--- src/rtl/vga_fb_arbiter_if.sv ---
`default_nettype none
// ============================================================================
//  Module      : vga_fb_arbiter_if
//  Description : Bundles the three buses around the frame-buffer arbiter:
//                the CPU Wishbone slave port, the scan-out read port and
//                the single-port RAM port.
//                slave  - arbiter view (drives wb_dat_o/wb_ack_o, vga_*
//                         outputs and the mem_* request lines)
//                master - environment view (CPU, scan-out engine, RAM)
//  Revision    : 1.0 - initial release
// ============================================================================
interface vga_fb_arbiter_if #(
  parameter int AW = 15,
  parameter int DW = 12
);
  // Wishbone slave port
  logic          wb_stb_i;
  logic          wb_cyc_i;
  logic          wb_we_i;
  logic [31:0]   wb_adr_i;
  logic [31:0]   wb_dat_i;
  logic [31:0]   wb_dat_o;
  logic          wb_ack_o;
  // Scan-out read port
  logic          vga_req;
  logic [AW-1:0] vga_addr;
  logic [DW-1:0] vga_data;
  logic          vga_valid;
  // Single-port RAM
  logic          mem_en;
  logic          mem_we;
  logic [AW-1:0] mem_addr;
  logic [DW-1:0] mem_wdata;
  logic [DW-1:0] mem_rdata;

  modport slave (
    input  wb_stb_i, wb_cyc_i, wb_we_i, wb_adr_i, wb_dat_i,
    output wb_dat_o, wb_ack_o,
    input  vga_req, vga_addr,
    output vga_data, vga_valid,
    output mem_en, mem_we, mem_addr, mem_wdata,
    input  mem_rdata
  );

  modport master (
    output wb_stb_i, wb_cyc_i, wb_we_i, wb_adr_i, wb_dat_i,
    input  wb_dat_o, wb_ack_o,
    output vga_req, vga_addr,
    input  vga_data, vga_valid,
    input  mem_en, mem_we, mem_addr, mem_wdata,
    output mem_rdata
  );
endinterface
`default_nettype wire

--- src/rtl/vga_fb_arbiter.sv ---
`default_nettype none
// ============================================================================
//  Module      : vga_fb_arbiter
//  Description : Shares one single-port frame-buffer RAM between the VGA
//                scan-out (absolute priority) and a Wishbone CPU port.
//                Ports: clk, reset (async, active-high), bus (slave modport
//                of vga_fb_arbiter_if: Wishbone, scan-out and RAM signals).
//                Register space (wb_adr_i[17]=1), offset 0: 16-bit
//                saturating count of cycles a CPU access was stalled by
//                scan-out; any write there clears it.
//  Revision    : 1.0 - initial release
// ============================================================================
module vga_fb_arbiter #(
  parameter int AW       = 15,
  parameter int DW       = 12,
  parameter int FB_WORDS = 19200
) (
  input  wire logic       clk,
  input  wire logic       reset,
  vga_fb_arbiter_if.slave bus
);

  localparam logic [1:0]  c_st_idle  = 2'd0;
  localparam logic [1:0]  c_st_wait  = 2'd1;
  localparam logic [1:0]  c_st_rd    = 2'd2;
  localparam logic [1:0]  c_st_ack   = 2'd3;
  // One extra bit so FB_WORDS == 2**AW is still representable.
  localparam logic [AW:0] c_fb_words = FB_WORDS[AW:0];

  logic [1:0]    r_state;
  logic [1:0]    w_next_state;
  logic [31:0]   r_wb_dat;
  logic [15:0]   r_stall;
  logic          r_vga_valid;

  logic [AW-1:0] w_word_addr;
  logic          w_req;
  logic          w_reg_sel;
  logic          w_reg_off0;
  logic          w_fb_hit;
  logic          w_stall_clr;
  logic [31:0]   w_bypass_rdata;
  logic          w_cpu_grant;
  logic          w_stall;
  logic          w_ack;
  logic          w_unused;

  assign w_word_addr = bus.wb_adr_i[AW+1:2];
  assign w_req       = bus.wb_stb_i & bus.wb_cyc_i;
  assign w_reg_sel   = bus.wb_adr_i[17];
  assign w_reg_off0  = (bus.wb_adr_i[16:2] == 15'd0);
  assign w_fb_hit    = ~w_reg_sel & ({1'b0, w_word_addr} < c_fb_words);
  assign w_stall_clr = (r_state == c_st_idle) & w_req & w_reg_sel & w_reg_off0 & bus.wb_we_i;

  // Accesses that never touch RAM are answered straight from IDLE; an
  // out-of-range frame-buffer read yields zero.
  assign w_bypass_rdata = (w_reg_sel & w_reg_off0 & ~bus.wb_we_i) ? {16'h0000, r_stall} : 32'h0;

  assign w_unused = &{1'b0, bus.wb_adr_i[31:18], bus.wb_adr_i[1:0], bus.wb_dat_i[31:DW]};

  // State register
  always_ff @(posedge clk or posedge reset) begin
    if (reset) r_state <= c_st_idle;
    else       r_state <= w_next_state;
  end

  // Next-state logic
  always_comb begin
    w_next_state = r_state;
    case (r_state)
      c_st_idle: if (w_req) w_next_state = w_fb_hit ? c_st_wait : c_st_ack;
      c_st_wait: begin
        if (!bus.wb_cyc_i)     w_next_state = c_st_idle;
        else if (!bus.vga_req) w_next_state = bus.wb_we_i ? c_st_ack : c_st_rd;
      end
      c_st_rd:   w_next_state = c_st_ack;
      c_st_ack:  w_next_state = c_st_idle;
      default:   w_next_state = c_st_idle;
    endcase
  end

  // Output decode
  always_comb begin
    w_cpu_grant = 1'b0;
    w_stall     = 1'b0;
    w_ack       = 1'b0;
    case (r_state)
      c_st_wait: begin
        w_cpu_grant = bus.wb_cyc_i & ~bus.vga_req;
        w_stall     = bus.wb_cyc_i &  bus.vga_req;
      end
      c_st_ack: w_ack = 1'b1;
      default: ;
    endcase
  end

  // Scan-out owns the RAM whenever it asks; the CPU only gets leftover cycles.
  assign bus.mem_en    = bus.vga_req | w_cpu_grant;
  assign bus.mem_we    = ~bus.vga_req & w_cpu_grant & bus.wb_we_i;
  assign bus.mem_addr  = bus.vga_req ? bus.vga_addr : w_word_addr;
  assign bus.mem_wdata = bus.wb_dat_i[DW-1:0];

  assign bus.wb_ack_o  = w_ack;
  assign bus.wb_dat_o  = r_wb_dat;
  assign bus.vga_valid = r_vga_valid;
  assign bus.vga_data  = bus.mem_rdata;

  always_ff @(posedge clk or posedge reset) begin
    if (reset) begin
      r_wb_dat    <= 32'h0;
      r_stall     <= 16'h0;
      r_vga_valid <= 1'b0;
    end else begin
      r_vga_valid <= bus.vga_req;

      if ((r_state == c_st_idle) && w_req && !w_fb_hit)
        r_wb_dat <= w_bypass_rdata;
      else if (r_state == c_st_rd)
        r_wb_dat <= {{(32-DW){1'b0}}, bus.mem_rdata};

      // Clear wins over a simultaneous increment.
      if (w_stall_clr)
        r_stall <= 16'h0;
      else if (w_stall && (r_stall != 16'hFFFF))
        r_stall <= r_stall + 16'd1;
    end
  end

endmodule
`default_nettype wire
--- src/flat_wrapper.sv ---
// flat-port wrapper written by rule: the top's interface ports become plain ports
module vga_fb_arbiter_flat 
#(
  parameter int AW       = 15,
  parameter int DW       = 12,
  parameter int FB_WORDS = 19200
)
  (clk, reset, bus_wb_stb_i, bus_wb_cyc_i, bus_wb_we_i, bus_wb_adr_i, bus_wb_dat_i, bus_wb_dat_o, bus_wb_ack_o, bus_vga_req, bus_vga_addr, bus_vga_data, bus_vga_valid, bus_mem_en, bus_mem_we, bus_mem_addr, bus_mem_wdata, bus_mem_rdata);
  vga_fb_arbiter_if #(.AW(AW), .DW(DW)) bus_i ();
  input  wire logic clk;
  input  wire logic reset;
  input wire logic [$bits(bus_i.wb_stb_i)-1:0] bus_wb_stb_i;
  input wire logic [$bits(bus_i.wb_cyc_i)-1:0] bus_wb_cyc_i;
  input wire logic [$bits(bus_i.wb_we_i)-1:0] bus_wb_we_i;
  input wire logic [$bits(bus_i.wb_adr_i)-1:0] bus_wb_adr_i;
  input wire logic [$bits(bus_i.wb_dat_i)-1:0] bus_wb_dat_i;
  output wire logic [$bits(bus_i.wb_dat_o)-1:0] bus_wb_dat_o;
  output wire logic [$bits(bus_i.wb_ack_o)-1:0] bus_wb_ack_o;
  input wire logic [$bits(bus_i.vga_req)-1:0] bus_vga_req;
  input wire logic [$bits(bus_i.vga_addr)-1:0] bus_vga_addr;
  output wire logic [$bits(bus_i.vga_data)-1:0] bus_vga_data;
  output wire logic [$bits(bus_i.vga_valid)-1:0] bus_vga_valid;
  output wire logic [$bits(bus_i.mem_en)-1:0] bus_mem_en;
  output wire logic [$bits(bus_i.mem_we)-1:0] bus_mem_we;
  output wire logic [$bits(bus_i.mem_addr)-1:0] bus_mem_addr;
  output wire logic [$bits(bus_i.mem_wdata)-1:0] bus_mem_wdata;
  input wire logic [$bits(bus_i.mem_rdata)-1:0] bus_mem_rdata;
  assign bus_i.wb_stb_i = bus_wb_stb_i;
  assign bus_i.wb_cyc_i = bus_wb_cyc_i;
  assign bus_i.wb_we_i = bus_wb_we_i;
  assign bus_i.wb_adr_i = bus_wb_adr_i;
  assign bus_i.wb_dat_i = bus_wb_dat_i;
  assign bus_wb_dat_o = bus_i.wb_dat_o;
  assign bus_wb_ack_o = bus_i.wb_ack_o;
  assign bus_i.vga_req = bus_vga_req;
  assign bus_i.vga_addr = bus_vga_addr;
  assign bus_vga_data = bus_i.vga_data;
  assign bus_vga_valid = bus_i.vga_valid;
  assign bus_mem_en = bus_i.mem_en;
  assign bus_mem_we = bus_i.mem_we;
  assign bus_mem_addr = bus_i.mem_addr;
  assign bus_mem_wdata = bus_i.mem_wdata;
  assign bus_i.mem_rdata = bus_mem_rdata;
  vga_fb_arbiter #(.AW(AW), .DW(DW), .FB_WORDS(FB_WORDS)) u_core (.clk(clk), .reset(reset), .bus(bus_i));
endmodule
--- config.mk ---
export PLATFORM = sky130hd
export DESIGN_NAME = vga_fb_arbiter_flat
export DESIGN_NICKNAME = d
export VERILOG_FILES = /design/src/rtl/vga_fb_arbiter_if.sv /design/src/rtl/vga_fb_arbiter.sv /design/src/flat_wrapper.sv
export SDC_FILE = /design/constraint.sdc
export NUM_CORES = 1
export LEC_CHECK = 0
export BUFFER_PORTS_ARGS = -buffer_cell sky130_fd_sc_hd__buf_2
export CORE_MARGIN = 2
export CORE_UTILIZATION = 45
export CTS_CLUSTER_SIZE = 20
export DETAILED_ROUTE_END_ITERATION = 16
export HOLD_SLACK_MARGIN = 0.05
export PLACE_DENSITY = 0.87
export SLEW_MARGIN = 20
export SYNTH_ARGS = -nofsm -noshare
export SYNTH_HDL_FRONTEND = slang
export SYNTH_SLANG_ARGS = --single-unit
--- constraint.sdc ---
create_clock -name clk -period 3.08 [get_ports clk]
set_input_delay 0.154 -clock clk [delete_from_list [all_inputs] [get_ports clk]]
set_output_delay 0.154 -clock clk [all_outputs]
set_load 0.02 [all_outputs]
# Yosys cells after proc, flatten, opt, wreduce, memory -nomap -nowiden
# Index checks and enable logic that the tools add are counted.
[op_classes]
add_sub_neg = 1
n_lt_le_gt_ge = 1
eq_ne = 6
n_mux = 15
bitwise_logic = 16
n_reduce_logical = 9
[op_table]
columns = ["operator", "count"]
rows = [
  ["$mux W32", 2],
  ["$mux W16", 3],
  ["$add A16 B1 Y16 const B", 1],
  ["$ne A16 B16 Y1 const B", 1],
  ["$logic_not A15 Y1", 1],
  ["$lt A15 B15 Y1 const B", 1],
  ["$mux W15", 1],
  ["$and A1 B1 Y1", 12],
  ["$mux W2", 4],
  ["$pmux W2 S4", 1],
  ["$eq A2 B2 Y1 const B", 2],
  ["$mux W1", 4],
  ["$reduce_bool A2 Y1", 2],
  ["$logic_and A1 B1 Y1", 3],
  ["$ne A3 B3 Y1 const B", 1],
  ["$not A1 Y1", 3],
  ["$eq A2 B1 Y1 const B", 1],
  ["$logic_not A2 Y1", 1],
  ["$ne A2 B1 Y1 const B", 1],
  ["$reduce_and A2 Y1", 1],
  ["$logic_not A1 Y1", 1],
  ["$or A1 B1 Y1", 1],
]
[word_totals]
register_bits = 51
inputBits = 97
out_inout_bits = 75
elab_cells = 52

# Logic depth before layout (Yosys ltp)
# Gate-level depths: netlist of run 1.
[depth]
depth_word = 6
ltp_mapped = 5
depth_no_buf = 5

# Least setup slack after synthesis of run 1
# No wires, ideal clock.
[synth_path]
path_kind = "reg2reg"
startpoint = "register u_core.r_stall[0]"
endpoint = "register u_core.r_stall[0]"
setup_time_ns = 0.079
arrival_time_ns = 1.789
required_time_ns = 3.001
slack_ns = 1.212
path_stages_with_launch = 6
n_path_buf = 0
synth_period_minus_slack_ns = 1.868
cell_sequence = "dfrtp_1 > ha_1 > nand4_1 > nor4_1 > nand2b_1 > mux2i_1"
[synth_via]
elab_chain_cells = 3
[synth_lines]
columns = ["item", "line_no", "rtl"]
rows = [
  ["start, declared", "vga_fb_arbiter.sv:33", "logic [15:0] r_stall;"],
  ["start signal, assigned", "vga_fb_arbiter.sv:125", "r_stall <= r_stall + 16'd1;"],
  ["$add A16 B1 Y16 / $ne A16 B16 Y1 (equally long branches)", "vga_fb_arbiter.sv:125, vga_fb_arbiter.sv:124", ""],
  ["$mux W16 / $logic_and A1 B1 Y1 (equally long branches)", "vga_fb_arbiter.sv:124", "else if (w_stall && (r_stall != 16'hFFFF))"],
  ["$mux W16 / $reduce_bool A2 Y1 (equally long branches)", "--", ""],
]
# Several ways; a longest one is shown, not always the timed one. The select of a mux whose other input is x is not followed.
# A chain may end at the register's enable or synchronous reset.

# Worst setup path after layout of run 1
[layout_path]
startpoint = "register u_core.r_stall[0]"
endpoint = "register u_core.r_stall[5]"
# Same word-level chain as after synthesis.

==> results of run 1 <==
[worst paths after layout]
kind / start / end / slack [ns] / depth (start not counted)
setup / recovery: u_core.r_stall[0]$_DFFE_PP0P_ / u_core.r_stall[5]$_DFFE_PP0P_ / 1.04 / 5
max in group asynchronous: reset / u_core.bus.vga_valid$_DFF_PP0_ / 2.27 / 4
min in group asynchronous: reset / u_core.bus.wb_dat_o[0]$_DFFE_PP0P_ / 0.50 / 4
hold reg to reg: u_core.bus.wb_dat_o[14]$_DFFE_PP0P_ / u_core.bus.wb_dat_o[14]$_DFFE_PP0P_ / 0.52 / 1
setup reg to reg: u_core.r_stall[0]$_DFFE_PP0P_ / u_core.r_stall[5]$_DFFE_PP0P_ / 1.04 / 5
hold / removal: bus_mem_rdata[10] / u_core.bus.wb_dat_o[10]$_DFFE_PP0P_ / 0.18 / 3
[kinds of logic (layout without fill, tap and decap cells)]
logic type	after synthesis	count (layout)	synth area share
AND/OR/NAND/NOR	74	74	0.197
buffers and inverters	53	111	0.156
AO/OA/AOI/OAI	51	51	0.144
flip-flops	35	35	0.355
multiplexers	33	33	0.142
adder cells (fa/ha/maj)	1	1	0.00508
other	1	16	0.00152
[synthesized netlist by cell type (all sizes together)]
| master | count |
|---|---|
| a211oi | 1 |
| a21o | 1 |
| a21oi | 12 |
| a311oi | 1 |
| a32o | 4 |
| and2 | 3 |
| and3 | 1 |
| and4 | 4 |
| and4b | 1 |
| buf | 46 |
| clkbuf | 3 |
| conb | 1 |
| dfrtp | 35 |
| ha | 1 |
| inv | 4 |
| mux2 | 15 |
| mux2i | 18 |
| nand2 | 8 |
| nand2b | 2 |
| nand3 | 6 |
| nand3b | 1 |
| nand4 | 12 |
| nand4b | 1 |
| nor2 | 7 |
| nor2b | 1 |
| nor3 | 6 |
| nor3b | 2 |
| nor4 | 9 |
| nor4b | 1 |
| o21a | 1 |
| o21ai | 10 |
| o21bai | 2 |
| o22ai | 1 |
| o2bb2ai | 13 |
| o31ai | 5 |
| or2 | 2 |
| or3 | 1 |
| or4 | 6 |
[critical path, cell delays in order, from the launching register on]
cell and delay, ns:
dfrtp_1 0.49, ha_1 0.25, nand4_1 0.19, nor3_1 0.63, a211oi_1 0.20, mux2i_1 0.15
[cell usage in the layout (no fill, tap or decap), drive strengths merged, types with 5 or more instances in the layout]
cell type  Yosys  routed
a21oi         12      12
clkbuf         3       6
dfrtp         35      35
o2bb2ai       13      13
mux2i         18      18
nand4         12      12
nor4           9       9
nand2          8       8
buf           46      99
mux2          15      15
conb           1      16
or4            6       6
nor2           7       7
nand3          6       6
o21ai         10      10
o31ai          5       5
nor3           6       6
[where the power goes]
group / total, mW / leakage, nW / internal (mW) / switching (mW)
clock: 0.336 / 0.0470 / 0.175 / 0.161
sequential: 0.689 / 0.460 / 0.571 / 0.118
combinational: 0.663 / 0.800 / 0.272 / 0.392
total: 1.69 / 1.31 / 1.02 / 0.671
[cell type report]
type | count | area (sq um)
clock buffers | 6 | 82.6
clock inverters | 1 | 5.00
fillers | 469 | 2360
inverters | 4 | 15.0
multi-input cells | 175 | 1260
flip-flops and latches | 35 | 876
well taps | 70 | 87.6
repair buffers | 100 | 515
[flip-flops by register name (all words and copies together), names as in the netlist]
register	count
u_core.r_stall	16
u_core.bus.wb_dat_o	16
u_core.bus.vga_valid	1
u_core.r_state	2
[per-stage QoR]
stage | cells | area, sq um | utilization
after floorplan | 263 | 2520 | -
after global placement | 383 | 2750 | 0.527
after detailed placement | 383 | 2750 | 0.527
after CTS | 391 | 2840 | 0.546
after global routing | 391 | 2840 | 0.546
final | 391 | 2840 | 0.546
[metal layers]
metal	track usage	wire, microns
met1	0.245	2320
met2	0.341	2880
met3	0.0391	526
met4	0.0474	55
met5	0	0
==> results.tsv, run 1 <==
metric	value	unit
Max VDD drop	0.000241	V
WP data required	3.24	ns
min-delay worst type	in2reg	
post-DR wirelength/cell	14.8	microns
Max Slew Vio Count	0	
Detail Route Antenna Nets	0	
Max-slew headroom	0.413	
die footprint	0.00609	sq mm
DRC Markers	0	
clock latency on the worst-skew pair	0.29	ns
Detail Placement HPWL	4.44	mm
Post-CTS Hold Buffers	1	
layout cells sized above 1	0.405	
RSZ-0062 raised after global routing	false	
post-CTS sizing	0	
# rows	26	
Max Root-Sink Buffers	2	
total power	1.69	mW
Total Routing Usage GR	0.194	
worst-path maximum fanout	7	
total number of vias	2175	
status	completed	
CTS sink count	35	
Final setup violation count	0	
Initial Util	0.474	
area grow syn2layout	15.3	%
Core Box Area	0.00520	sq mm
setup_tns	0	ns
DRT iter0 DRCs	172	
fmax	491	MHz
period utilization	0.661	
largest area contributor in the netlist	dfrtp_1	
synthesis-stage register bit count	35	
antenna violations before repair	0	
Root Buffer Master	clkbuf_8	
Seq/Total Area, Yosys	0.355	
Final Hold Viols	0	
vias in the first global route	2002	
PortBufs	95	
routability congestion estimate	0.946	
die height	78.0	microns
Leakage	1.31	nW
DIE WIDTH	78.0	microns
final worst path period need	2.04	ns
pre-CTS setup slack	0.840	ns
antenna fix cells	0	
worst slew pin tran	0.873	ns
IO Count	172	
Initial DRT Pass Iterations	4	
Overflow after GRT	0	
Synth cell types	47	
clock-pin slew on the worst setup and hold paths	0.06	ns
Power per Cell Area	594	mW/mm^2
synth top area cells	dfrtp_1 (36%), buf_4 (13%), mux2i_1 (7.3%), mux2_2 (6.9%), o2bb2ai_1 (4.6%)	
Clock Skew	0.00543	ns
Yosys warnings	0	
global-route wire length before repair	9.56	mm
Worst Path Arrival	2.20	ns
CTS tree	done	
Crit Path Category	reg2reg	
WL final	5.78	mm
vias per std cell	5.56	
Post-CTS Setup Inserts	0	
Cell Area, Synth	0.00246	sq mm
final net count	419	
Critical Path End Type	register	
Post-Syn Instances	248	
reported max-cap violation count	0	
TritonCTS buffer count	5	
Setup crit start kind	register	
final worst setup slack	1.04	ns
Yosys top cell area share	0.355	
largest net degree at the start of global routing	36	
synthesized area per cell	9.94	sq um
H-tree depth	2	
hold_ws	0.176	ns
Power figures use the tool's default switching activity.
==> inputs of run 2 (changes only) <==
--- a/config.mk
+++ b/config.mk
@@ -7,11 +7,11 @@
 export LEC_CHECK = 0
 export BUFFER_PORTS_ARGS = -buffer_cell sky130_fd_sc_hd__buf_2
 export CORE_MARGIN = 2
-export CORE_UTILIZATION = 45
+export CORE_UTILIZATION = 42
 export CTS_CLUSTER_SIZE = 20
 export DETAILED_ROUTE_END_ITERATION = 16
 export HOLD_SLACK_MARGIN = 0.05
-export PLACE_DENSITY = 0.87
+export PLACE_DENSITY = 0.82
 export SLEW_MARGIN = 20
 export SYNTH_ARGS = -nofsm -noshare
 export SYNTH_HDL_FRONTEND = slang
==> constraint.sdc (replaced) <==
create_clock -name clk -period 1.9 [get_ports clk]
set_input_delay 0.095 -clock clk [delete_from_list [all_inputs] [get_ports clk]]
set_output_delay 0.095 -clock clk [all_outputs]
set_load 0.02 [all_outputs]
==> results.tsv, run 2 (synthesis results as in run 1) <==
metric	value	unit
status	completed	
Detail Placement HPWL	4.79	mm
Final setup violation count	0	
design area	0.00302	sq mm
Max Slew Vio Count	0	
clock power share	0.234	
total power	2.98	mW
RSZ-0062 raised after global routing	false	
Total Routing Usage GR	0.200	
power share of the combinational group	0.405	
dpl cell area	0.00288	sq mm
H-tree depth	2	
Overflow after GRT	0	
vias in the first global route	2161	
Initial Util	0.442	
Initial DRT Pass Iterations	4	
die height	80.6	microns
vias per std cell	5.54	
Max Root-Sink Buffers	2	
Setup crit start kind	register	
Int Power	1.86	mW
Top Layer Used	met4	
setup_tns	0	ns
period utilization	0.969	
die footprint	0.00650	sq mm
antenna fix cells	0	
wire length on met2	3.13	mm
Switching Fraction	0.374	
IO Count	172	
Non-Filler Instances	411	
TritonCTS buffer count	5	
final net count	436	
area grow syn2layout	22.3	%
fin util	0.541	
Leakage	1.41	nW
commonest non-fill, non-tap cell in the layout	buf_2	
largest incremental delay on the critical path	0.56	ns
DIE WIDTH	80.6	microns
largest net degree at the start of global routing	36	
Detail Route Antenna Nets	0	
clock-pin slew on the worst setup and hold paths	0.07	ns
final worst setup slack	0.0580	ns
PortBufs	95	
Seq pwr share	0.362	
antenna violations before repair	0	
most frequent cells in the layout	buf_2 (95), dfrtp_1 (33), buf_4 (21), mux2i_1 (18), conb_1 (16)	
CTS sink count	35	
Bufs and invs on worst path	0	
post-DR wirelength/cell	15.1	microns
routability congestion estimate	0.918	
min-delay worst type	in2reg	
Core Box Area	0.00557	sq mm
WP data required	2.11	ns
WL met1	2.36	mm
Post-CTS Setup Inserts	0	
Worst Path Arrival	2.06	ns
CP top delay family	simple AND/OR/NAND/NOR gates	
clock latency on the worst-skew pair	0.29	ns
total number of vias	2276	
reported max-cap violation count	0	
Final Hold Viols	0	
Max VDD drop	0.000468	V
final worst path period need	1.84	ns
Crit Path Category	reg2reg	
pre-CTS setup slack	0.0153	ns
DR WL met3	539	microns
DRT iter0 DRCs	154	
WL final	6.19	mm
CP cell instances	nand4b_4, or4_4, or4_1, a21oi_1	
CP max stage cell	or4_4	
Clock Skew	0.00273	ns
placed insts	402	
reg-to-reg slack, setup	0.06	ns
layout cells sized above 1	0.448	
Power per Cell Area	987	mW/mm^2
Root Buffer Master	clkbuf_8	
DRC Markers	0	
hold_ws	0.117	ns
Sw Pwr	1.11	mW
CTS tree	done	
# rows	27	
global-route wire length before repair	10.1	mm
Critical Path End Type	register	
fmax	543	MHz
worst-path maximum fanout	3	
run 2: cell types whose count changed in the layout (fill, tap and decap cells not counted):
cell | before | now
dfrtp_1 | 35 | 33
a21oi_1 | 12 | 11
a21oi_2 | 0 | 1
nor4_1 | 8 | 7
dfrtp_2 | 0 | 2
nor4_2 | 0 | 1
buf_4 | 4 | 21
bufinv_16 | 0 | 1
run 2: worst paths after layout:
kind / start / to / depth (start not counted)
worst max-delay path: u_core.r_state[1]$_DFFE_PP0P_ / u_core.r_stall[11]$_DFFE_PP0P_ / 4
worst min-delay path: bus_mem_rdata[10] / u_core.bus.wb_dat_o[10]$_DFFE_PP0P_ / 3
worst max register to register: u_core.r_state[1]$_DFFE_PP0P_ / u_core.r_stall[11]$_DFFE_PP0P_ / 4
worst min register to register: u_core.bus.wb_dat_o[12]$_DFFE_PP0P_ / u_core.bus.wb_dat_o[12]$_DFFE_PP0P_ / 1
max in group asynchronous: reset / u_core.r_stall[0]$_DFFE_PP0P_ / 4
min in group asynchronous: reset / u_core.bus.wb_dat_o[12]$_DFFE_PP0P_ / 4
run 2: timing repair:
| item | 4_1_cts | 5_1_grt |
|---|---|---|
| endpoints found under the setup margin | 2 | 5 |
| gates resized for setup | 1 | 3 |
| hold buffers | 1 | 0 |
| pin swaps | 0 | 1 |
| hold endpoints to repair | 35 | 0 |
run 2: area by class of cell:
type / count / area [sq um]
clock buffer: 6 / 82.6
clock inverter: 2 / 35.0
fill: 482 / 2560
inverter: 4 / 15.0
multi-input combinational: 175 / 1270
sequential: 35 / 878
tap: 72 / 90.1
timing repair buffer: 117 / 643
run 2: worst reg2reg max path, stage by stage, from the launching register on:
cell	delay, ns
dfrtp_1	0.38
nand4b_4	0.18
or4_4	0.56
or4_1	0.49
a21oi_1	0.15
run 2: layer usage:
layer	GRT usage	vias to the layer above
met1	0.234	1054
met5	0	-
met4	0.0814	0
met3	0.0292	15
met2	0.362	139
li1	-	1068
run 2: power groups by stage:
stage                     Clock (mW)  Combinational [mW]  Sequential (mW)
final                          0.695                1.20             1.08
after global routing           0.742                1.32             1.10
after CTS                      0.707                1.21             1.07
after detailed placement           0                1.21             1.08
after global placement             0                1.18             1.07
after floorplan                    0               0.698             1.22
